### src/rtl/dna_crossover_engine.sv
// Genetic crossover engine: breeds every unordered pair of elite genomes gene-by-gene
// into the offspring slots, using uniform crossover with per-gene mutation.
//
// state | meaning
// IDLE  | waiting for start, RAM port not owned
// RD_A  | reading parent A's gene
// RD_B  | reading parent B's gene
// WR    | writing the offspring gene
// NEXT  | advancing gene/slot/pair counters
// DONE  | one-cycle completion pulse
module dna_crossover_engine #(
  parameter int GENE_WIDTH      = 16,
  parameter int GENOME_LEN      = 5,
  parameter int ELITE_COUNT     = 4,
  parameter int POPULATION      = 16,
  parameter int ADDR_WIDTH      = 23,
  parameter int LOW_MUT_THRESH  = 5,
  parameter int HIGH_MUT_THRESH = 51,
  parameter int GENE_RANGE      = 4
) (
  input  logic                  clk,
  input  logic                  rst,
  input  logic                  start,
  input  logic                  abort,
  input  logic [23:0]           rand_in,
  output logic                  busy,
  output logic                  done,
  output logic                  mem_req,
  output logic                  mem_we,
  output logic [ADDR_WIDTH-1:0] mem_addr,
  output logic [GENE_WIDTH-1:0] mem_wdata,
  input  logic [GENE_WIDTH-1:0] mem_rdata,
  input  logic                  mem_ack,
  output logic [15:0]           mutation_count
);

  localparam int SW = $clog2(POPULATION + 1);
  localparam int GW = $clog2(GENOME_LEN + 1);

  generate
    if (ELITE_COUNT < 2 || POPULATION <= ELITE_COUNT || GENOME_LEN < 1 ||
        GENE_RANGE < 1 || GENE_RANGE > 256 ||
        LOW_MUT_THRESH > 255 || HIGH_MUT_THRESH > 255) begin : gParamCheck
      $error("dna_crossover_engine: illegal parameter combination");
    end
  endgenerate

  typedef enum logic [2:0] {IDLE, RD_A, RD_B, WR, NEXT, DONE} stateT;

  stateT                 state;
  logic [GW-1:0]         geneIdx;
  logic [SW-1:0]         slotIdx;
  logic [SW-1:0]         parA;
  logic [SW-1:0]         parB;
  logic                  pass;
  logic [GENE_WIDTH-1:0] geneA;

  logic                  lastGene;
  logic                  lastSlot;
  logic [GW-1:0]         nGene;
  logic [SW-1:0]         nSlot;
  logic [SW-1:0]         nA;
  logic [SW-1:0]         nB;
  logic                  nPass;
  logic [7:0]            thresh;
  logic                  mutate;
  logic [8:0]            mutVal;
  logic [GENE_WIDTH-1:0] wdataNext;
  logic                  unusedRand;

  function automatic logic [ADDR_WIDTH-1:0] addrOf(input logic [SW-1:0] slot,
                                                   input logic [GW-1:0] gene);
    return ADDR_WIDTH'(slot) * ADDR_WIDTH'(GENOME_LEN) + ADDR_WIDTH'(gene);
  endfunction

  // The pair list wraps to (0,1) once exhausted; pass only distinguishes first vs later.
  always_comb begin
    lastGene = (geneIdx == GW'(GENOME_LEN - 1));
    lastSlot = (slotIdx == SW'(POPULATION - 1));
    nGene    = lastGene ? '0 : geneIdx + 1'b1;
    nSlot    = lastGene ? slotIdx + 1'b1 : slotIdx;
    nA       = parA;
    nB       = parB;
    nPass    = pass;
    if (lastGene) begin
      if (parB == SW'(ELITE_COUNT - 1)) begin
        if (parA == SW'(ELITE_COUNT - 2)) begin
          nA    = '0;
          nB    = SW'(1);
          nPass = 1'b1;
        end else begin
          nA = parA + 1'b1;
          nB = parA + SW'(2);
        end
      end else begin
        nB = parB + 1'b1;
      end
    end
  end

  // Parent B's gene is only valid during the RD_B ack, so the write data is chosen there.
  always_comb begin
    thresh    = pass ? 8'(HIGH_MUT_THRESH) : 8'(LOW_MUT_THRESH);
    mutate    = (rand_in[7:0] < thresh);
    mutVal    = {1'b0, rand_in[23:16]} % 9'(GENE_RANGE);
    wdataNext = mutate ? GENE_WIDTH'(mutVal) : (rand_in[8] ? mem_rdata : geneA);
  end

  assign unusedRand = ^rand_in[15:9];

  always_ff @(posedge clk or posedge rst) begin
    if (rst) begin
      state          <= IDLE;
      busy           <= 1'b0;
      done           <= 1'b0;
      mem_req        <= 1'b0;
      mem_we         <= 1'b0;
      mem_addr       <= '0;
      mem_wdata      <= '0;
      mutation_count <= '0;
      geneIdx        <= '0;
      slotIdx        <= '0;
      parA           <= '0;
      parB           <= '0;
      pass           <= 1'b0;
      geneA          <= '0;
    end else begin
      done <= 1'b0;
      if (abort) begin
        state   <= IDLE;
        busy    <= 1'b0;
        mem_req <= 1'b0;
        mem_we  <= 1'b0;
      end else begin
        case (state)
          IDLE: begin
            if (start) begin
              state          <= RD_A;
              busy           <= 1'b1;
              mutation_count <= '0;
              geneIdx        <= '0;
              slotIdx        <= SW'(ELITE_COUNT);
              parA           <= '0;
              parB           <= SW'(1);
              pass           <= 1'b0;
              mem_req        <= 1'b1;
              mem_we         <= 1'b0;
              mem_addr       <= '0;
            end
          end
          RD_A: begin
            if (mem_ack) begin
              geneA    <= mem_rdata;
              mem_addr <= addrOf(parB, geneIdx);
              state    <= RD_B;
            end
          end
          RD_B: begin
            if (mem_ack) begin
              mem_we    <= 1'b1;
              mem_addr  <= addrOf(slotIdx, geneIdx);
              mem_wdata <= wdataNext;
              if (mutate && mutation_count != 16'hFFFF)
                mutation_count <= mutation_count + 16'd1;
              state <= WR;
            end
          end
          WR: begin
            if (mem_ack) begin
              mem_req <= 1'b0;
              mem_we  <= 1'b0;
              state   <= NEXT;
            end
          end
          NEXT: begin
            geneIdx <= nGene;
            slotIdx <= nSlot;
            parA    <= nA;
            parB    <= nB;
            pass    <= nPass;
            if (lastGene && lastSlot) begin
              state <= DONE;
              done  <= 1'b1;
              busy  <= 1'b0;
            end else begin
              state    <= RD_A;
              mem_req  <= 1'b1;
              mem_we   <= 1'b0;
              mem_addr <= addrOf(nA, nGene);
            end
          end
          DONE:    state <= IDLE;
          default: state <= IDLE;
        endcase
      end
    end
  end

endmodule

### config.mk
export PLATFORM = sky130hd
export DESIGN_NAME = dna_crossover_engine
export DESIGN_NICKNAME = d
export VERILOG_FILES = /design/src/rtl/dna_crossover_engine.sv
export SDC_FILE = /design/constraint.sdc
export NUM_CORES = 1
export LEC_CHECK = 0
export CORE_ASPECT_RATIO = 0.75
export CORE_MARGIN = 2
export CORE_UTILIZATION = 54
export DETAILED_ROUTE_END_ITERATION = 8
export PLACE_DENSITY = 0.82
export REMOVE_ABC_BUFFERS = 1
export SLEW_MARGIN = 20
export SYNTH_ARGS = -nofsm -noshare
export SYNTH_HDL_FRONTEND = slang
export SYNTH_SLANG_ARGS = --single-unit
export TNS_END_PERCENT = 5
### constraint.sdc
create_clock -name clk -period 4.7 [get_ports clk]
set_input_delay 0.47 -clock clk [delete_from_list [all_inputs] [get_ports clk]]
set_output_delay 0.47 -clock clk [all_outputs]
set_load 0.01 [all_outputs]
==> summary.txt, run 1 <==
Run status
  – Status: complete, no violations

Timing
  – Post-layout minimum cycle time: 4.53 ns
  – Fin. Hold Viols: 0
  – Setup_tns: 0 ns
  – Clock skew: 0.00839 ns
  – Max-slew headroom: 0.315
  – Achievable Freq: 221 MHz
  – Worst Max-Slew Pin Slew: 1.02 ns
  – PnR worst setup slack: 0.166 ns
  – Pins over their slew limit: 0
  – Final setup viols: 0
  – RSZ-0062 raised after global routing: false
  – Period Utilization, post-route: 0.965

Placed design
  – Buffers on Ports: 75
  – Final HPWL DP: 10400 µm
  – Placer Congestion: just over 0.9
  – DP Cell Count: between 700 and 800
  – Dpl ws: around 0.27 ns

Setup path
  – R2r setup slk: 0.17 ns
  – WP buf/inv: 0
  – Critical-path maximum fanout: 7
  – CP max-delay cell: or4b_1
  – Reg2Reg Capture Point: mem_addr[5]
  – Delay-heaviest family, CP: adder cells
  – Reg2reg start: parB[0]
  – CP Launch Type: flop
  – Setup CP Type: reg2reg
  – CP cell instances: ha_1 > or4b_1 > nor2_2 > nand2_1 > mux2_2 > ha_1 > ha_1 > fa_1 > a21o_1 > a21o_1 > or2_2 > a32o_1 > a221o_1
  – Max incr delay on CP: between 0.6 and 0.7 ns
  – CP Capture Type: flop
  – Crit path DAT: 4.76 ns
  – CP required: 4.93 ns
  – CP most frequent cell: ha_1
  – Worst reg2reg path depth: 13

Routing
  – First drt pass iteration count: 7
  – DRC violations left: 0
  – Routed WL per cell: 18.2 µm
  – Final ANT Viol Nets: 0
  – Drt total wl: 14400 µm
  – Avg Vias per Cell: 6.14
  – Vias post-DR: 4865
  – Initial drt markers: 436

Power and ir drop
  – Switching Fraction: 0.281
  – Comb power frac: 0.210
  – Lkg Pwr: 3.01 nW
  – Total power: 0.00205 W
  – Clk pwr share: 0.358
  – Pwr Density: slightly above 300 mW/mm²
  – Pint: 0.00148 W
  – Max VDD drop: 0.000204 V
  – Sequential Power Share: 0.432
  – Sw power: 0.000577 W

Cells and area
  – ANT cells: 0
  – Finished Layout Cells: approximately 790
  – Nets: 757
  – Synth-to-layout area growth: 19.3%
  – Final core occ: 0.660
  – Fraction of layout cells with a size suffix above 1: 0.0945

Synth
  – #FFs+latches synth: 82
  – Post-Synth Adder-Cell Area: 0.139
  – Top cell type's share of synthesized area: 0.362
  – Largest family of logic cells by synthesized area: compound AO/OA/AOI/OAI gates
  – Ys async rst share: 1.00
  – Compound-Gate Fraction of Synth Area: 0.199
  – Xor/xnor share of the synthesized area: 0.0154
  – Synth Instances: 588
  – Avg Inst Size Synth: 9.65 µm²
  – Sequential share of the synthesized area: 0.362
  – Post-synthesis cell type count: 69
  – Dominant cell type by area after synthesis: dfrtp_1
  – Mapped Area: 0.00567 mm²
  – Simple-gate share of the synthesized area: 0.160
  – Largest cells by area after synthesis: dfrtp_1, ha_1, mux2_2, nand2_1, mux2i_1
  – Ys flop type: dfrtp_1
  – EDFF count, synth: 0
  – Yosys warns: 0
  – Post-synthesis mux area share: 0.0715

Global routing
  – Grt total ovfl: 0
  – Vias in the first global route: ~4700
  – Pin count of the biggest net entering global routing: 49
  – First-pass GRT wire length: between 20000 and 25000 µm
  – Initial antenna violation count: 0
  – Gr usage total: 0.262

Min path
  – WHS Endpoint: mem_wdata[4]
  – Hold Crit Start: mem_wdata[4]
  – Hold WC Path Type: reg2reg
  – Worst hold path depth: 2

Floorplan
  – CORE AREA: slightly above 0.01 mm²
  – IO Pins: about 100
  – Die Span Y: just over 90 µm
  – Starting density of the core: 0.553
  – Die ar.: about 0.011 mm²
  – Core Rows: 32
  – Die width: 122 µm

Clocking
  – Worst-path clk slew: 0.06 ns
  – Clk Latency, worst-skew pair: 0.34 ns
  – Number of H-tree levels: 3
  – CTS buffer count: 9
  – TritonCTS Sinks: 82
  – Root Driver: clkbuf_16
  – Hold buffers post-CTS: 0
  – Post-CTS Setup Repair Bufs: 0
  – CTS tree: yes
  – Cts repair resizes: 0
  – Clock tree buffer depth: 2

Run
  – Max Cap Violations: 0
cell usage in the layout, fill, tap and decap left out, types with 5 or more instances in the layout:
master           count
dfrtp_1             82
nor3_1              15
nor2_1              23
nand3_1             20
o211ai_1             6
nand2b_1             6
mux2i_1             18
or4_1                6
mux2_2              20
a22o_1              17
a211oi_1             7
clkbuf_16            9
o22ai_1              6
inv_1               21
o21ai_0             31
clkdlybuf4s50_1     75
nand2_1             53
xor2_1               6
a21oi_1             29
o21a_1               7
nand4_1              5
nor2b_1              5
o31ai_1             15
a21o_1               6
conb_1              15
ha_1                58
and3_1               5
cells by family after synthesis:
| logic type | after synthesis |
|---|---|
| AO/OA/AOI/OAI | 161 |
| XOR/XNOR | 10 |
| adder cells (fa/ha/maj) | 61 |
| buffers and inverters | 63 |
| flip-flops | 82 |
| multiplexers | 38 |
| other | 1 |
| AND/OR/NAND/NOR | 172 |
layer usage:
metal  part of all wire  track usage  up-vias
met5                  0            0        -
met4              0.012       0.0699        0
met3              0.084       0.0616       18
met2               0.46        0.414      207
met1               0.44        0.362     2340
li1                   -            -     2300
synth_stat cells, types with 5 or more instances:
master    number
nand2b_1       6
o21ai_0       31
dfrtp_1       82
ha_1          58
nor3_1        15
and3_1         5
nor2_1        23
a22o_1        17
nand4_1        5
or4_1          6
a21oi_1       29
inv_1         22
o31ai_1       15
a21o_1         6
mux2i_1       18
o21a_1         7
xor2_1         6
clkbuf_1      16
buf_2          7
mux2_2        20
nand3_1       20
nor2b_1        5
o211ai_1       6
nand2_1       53
a211oi_1       7
buf_4         15
o22ai_1        6
worst max-delay path by stage:
| stage | from | endpoint | slack, ns | cells after the start |
|---|---|---|---|---|
| finish | parB[0] | mem_addr[5] | 0.17 | 13 |
| global placement | parB[0] | mem_addr[6] | 0.40 | 11 |
| detailed placement | parB[0] | mem_addr[5] | 0.27 | 13 |
| global route | parB[0] | mem_addr[5] | 0.004 | 13 |
| floorplan | parB[0] | mem_addr[5] | 0.64 | 13 |
| CTS | parB[0] | mem_addr[5] | 0.23 | 13 |
power by group through the flow:
| stage | Clock [W] | Combinational, W | Sequential, W |
|---|---|---|---|
| after floorplan | 0 | 0.000193 | 0.000911 |
| after global placement | 0 | 0.000415 | 0.000889 |
| after detailed placement | 0 | 0.000429 | 0.000898 |
| after CTS | 0.000746 | 0.000435 | 0.000887 |
| after global routing | 0.000768 | 0.000472 | 0.000901 |
| final | 0.000735 | 0.000432 | 0.000887 |
flip-flops by register name (all words and copies together) (netlist names):
register and count:
geneA 16, mem_wdata 16, mutation_count 16, mem_addr 8, parA 5, parB 5, slotIdx 5, geneIdx 3
state 3, busy 1, done 1, mem_req 1, mem_we 1, pass 1
through the flow:
step	hold slack, ns	area, µm²
6_report	0.483	6760
5_1_grt	0.514	6760
4_1_cts	0.485	6760
3_5_place_dp	0.470	6460
3_3_place_gp	0.461	6460
2_1_floorplan	0.479	5500
worst register-to-register path, delay by kind of cell, from the launching register on:
kind	cells	cell delay [ns]
adder cells (fa/ha/maj)	4	1.39
flip-flops	1	0.48
AND/OR/NAND/NOR	4	1.26
multiplexers	1	0.32
AO/OA/AOI/OAI	4	0.97
area by class of cell:
class	count	area (µm²)
clock inverters	6	68.8
clock buffers	10	239
inverters	22	83.8
well taps	136	170
multi-input cells	457	3370
fillers	797	3490
flip-flops and latches	82	2050
repair buffers	79	781
Power figures use the tool's default switching activity.
==> run 2, diff against run 1 <==
Settings changed: CORE_ASPECT_RATIO 0.75 to 2.
==> run 2 against run 1 <==
  * Worst hold slack got worse by 0.0026 ns
  * Count of clock-buffer cells in the layout shrank 1
  * Worst setup slack gained 0.14 ns
  * Power is 2.9% lower
  * Critical path depth unchanged
  * Final area shrank 0.11%
  * Sequential power is essentially flat
  * Sequential share of layout area barely moved
  * Clock skew is 0.0020 ns lower
  * Flip-flop and latch count unchanged
  * Die area up 0.36%
  * First-iteration DRC count grew 25%
==> summary.txt, run 2 (synthesized netlist as in run 1, its figures left out) <==
Setup path
  – CP most frequent cell: ha_1 (unchanged)
  – CP Capture Type: flop (unchanged)
  – CP max-delay cell: or4b_1 (unchanged)
  – Crit path DAT: 4.62 ns (was 4.76 ns)
  – R2r setup slk: 0.31 ns (was 0.17 ns)
  – Max incr delay on CP: 0.59 ns (was 0.63 ns)
  – CP Launch Type: flop (unchanged)
  – CP cell instances: ha_1 > or4b_1 > nor2_2 > nand2_1 > mux2_2 > ha_1 > ha_1 > fa_1 > a21o_1 > a21o_1 > or2_2 > a32o_1 > a221o_1 (unchanged)
  – Reg2reg start: parB[0] (unchanged)
  – CP required: 4.93 ns (about the same)
  – Reg2Reg Capture Point: mem_addr[5] (unchanged)
  – Critical-path maximum fanout: 7 (unchanged)
  – Worst reg2reg path depth: 13 (unchanged)
  – Setup CP Type: reg2reg (unchanged)

Cells and area
  – Fraction of layout cells with a size suffix above 1: 0.0973 (was 0.0945)
  – Biggest regs: geneA (16), mem_wdata (16), mutation_count (16) (unchanged)
  – Synth-to-layout area growth: 19.1% (was 19.3%)
  – Final Instance Area: 0.00676 mm² (about the same)
  – Nets: 759 (was 757)
  – Most frequent cells in the layout: dfrtp_1, clkdlybuf4s50_1, ha_1 (unchanged)
  – ANT cells: 0 (unchanged)
  – Commonest non-fill, non-tap cell in the layout: dfrtp_1 (unchanged)

Run status
  – Status: complete, no violations (unchanged)

Timing
  – Worst Max-Slew Pin Slew: 1.03 ns (was 1.02 ns)
  – Final setup viols: 0 (unchanged)
  – Max-slew headroom: 0.311 (was 0.315)
  – Setup_tns: 0 ns (unchanged)
  – Pins over their slew limit: 0 (unchanged)
  – Period Utilization, post-route: 0.934 (was 0.965)
  – RSZ-0062 raised after global routing: false (unchanged)
  – Clock skew: 0.00642 ns (was 0.00839 ns)
  – Achievable Freq: 228 MHz (was 221 MHz)
  – Fin. Hold Viols: 0 (unchanged)
  – Post-layout minimum cycle time: 4.39 ns (was 4.53 ns)

Floorplan
  – Die Span Y: 149 µm (was 92.8 µm)
  – Die ar.: 0.0114 mm² (was 0.0113 mm²)
  – Die width: 76.5 µm (was 122 µm)
  – CORE AREA: 0.0103 mm² (was 0.0102 mm²)
  – IO Pins: 104 (unchanged)
  – Core Rows: 53 (was 32)
  – Starting density of the core: 0.548 (was 0.553)

Power and ir drop
  – Lkg Pwr: 3.01 nW (about the same)
  – Pwr Density: 295 mW/mm² (was 304 mW/mm²)
  – Max VDD drop: 0.000278 V (was 0.000204 V)
  – Total power: 0.00199 W (was 0.00205 W)

Placed design
  – Final HPWL DP: 9880 µm (was 10400 µm)
  – Placer Congestion: 0.879 (was 0.928)
  – Buffers on Ports: 75 (unchanged)
  – Placed cell area: 0.00647 mm² (was 0.00646 mm²)

Run
  – Max Cap Violations: 0 (unchanged)

Clocking
  – Clk Latency, worst-skew pair: 0.35 ns (was 0.34 ns)
  – CTS buffer count: 9 (unchanged)
  – Clock tree buffer depth: 2 (unchanged)
  – Worst-path clk slew: 0.07 ns (was 0.06 ns)
  – TritonCTS Sinks: 82 (unchanged)
  – Root Driver: clkbuf_16 (unchanged)
  – Post-CTS Setup Repair Bufs: 0 (unchanged)
  – Cts repair resizes: 0 (unchanged)
  – CTS tree: yes (unchanged)
  – Hold buffers post-CTS: 0 (unchanged)
  – Number of H-tree levels: 3 (unchanged)

Routing
  – DRC violations left: 0 (unchanged)
  – Routed WL per cell: 17.1 µm (was 18.2 µm)
  – Initial drt markers: 547 (was 436)
  – Avg Vias per Cell: 6.17 (was 6.14)
  – Final ANT Viol Nets: 0 (unchanged)
  – Vias post-DR: 4903 (was 4865)
  – Drt total wl: 13600 µm (was 14400 µm)
  – First drt pass iteration count: 5 (was 7)

Min path
  – Hold Crit Start: mem_wdata[14] (was mem_wdata[4])
  – Hold WC Path Type: reg2reg (unchanged)
  – Worst hold path depth: 2 (unchanged)
  – WHS Endpoint: mem_wdata[14] (was mem_wdata[4])

Global routing
  – Pin count of the biggest net entering global routing: 50 (was 49)
  – Grt total ovfl: 0 (unchanged)
  – First-pass GRT wire length: 23000 µm (was 23400 µm)
  – Gr usage total: 0.252 (was 0.262)
  – Vias in the first global route: 4788 (was 4688)
  – Initial antenna violation count: 0 (unchanged)
[run 2: cell count changes in the layout (fill, tap and decap cells not counted), sizes merged]
| cell | before | now |
|---|---|---|
| inv | 24 | 25 |
| buf | 4 | 6 |
| bufinv | 1 | 0 |
| clkbuf | 10 | 9 |
| clkinv | 2 | 3 |
[run 2: worst max-delay path by stage]
| stage | cells after the start | slack, ns | to | from |
|---|---|---|---|---|
| global route | 13 | 0.12 | mem_addr[5] | parB[0] |
| CTS | 13 | 0.34 | mem_addr[5] | parB[0] |
| finish | 13 | 0.31 | mem_addr[5] | parB[0] |
| detailed placement | 13 | 0.36 | mem_addr[5] | parB[0] |
| floorplan | 13 | 0.64 | mem_addr[5] | parB[0] |
| global placement | 13 | 0.44 | mem_addr[5] | parB[0] |
[run 2: power by group]
group | internal [W] | switching [W] | total (W) | leakage [nW]
Combinational | 0.000231 | 0.000198 | 0.000428 | 1.79
Sequential | 0.000815 | 0.0000707 | 0.000886 | 1.08
Clock | 0.000367 | 0.000313 | 0.000680 | 0.139
Total | 0.00141 | 0.000581 | 0.00199 | 3.01
[run 2: stage by stage]
| stage | worst slack (ns) | cells | hold WS, ns | util |
|---|---|---|---|---|
| 5_1_grt | 0.123 | 795 | 0.513 | 0.653 |
| 4_1_cts | 0.336 | 795 | 0.480 | 0.653 |
| 3_3_place_gp | 0.440 | 779 | 0.459 | 0.626 |
| 3_5_place_dp | 0.357 | 779 | 0.465 | 0.626 |
| 2_1_floorplan | 0.641 | 561 | 0.479 | - |
| 6_report | 0.308 | 795 | 0.480 | 0.653 |
[run 2: area by class of cell]
| type | count | area, µm² |
|---|---|---|
| Fill cell | 855 | 3590 |
| Multi-Input combinational cell | 457 | 3370 |
| Sequential cell | 82 | 2050 |
| Timing Repair Buffer | 81 | 796 |
| Clock buffer | 9 | 225 |
| Tap cell | 137 | 171 |
| Inverter | 22 | 83.8 |
| Clock inverter | 7 | 58.8 |
[run 2: per-layer routing]
layer	vias up	track usage	wire [µm]
met5	-	0	0
met4	0	0.106	386
met3	30	0.0527	826
met2	185	0.418	6770
met1	2379	0.320	5620
li1	2309	-	-
[run 2: worst max-delay path: cells and delay by family (launching register included)]
kind	cells	cell delay (ns)
AO/OA/AOI/OAI	4	0.96
multiplexers	1	0.31
flip-flops	1	0.46
adder cells (fa/ha/maj)	4	1.37
AND/OR/NAND/NOR	4	1.17
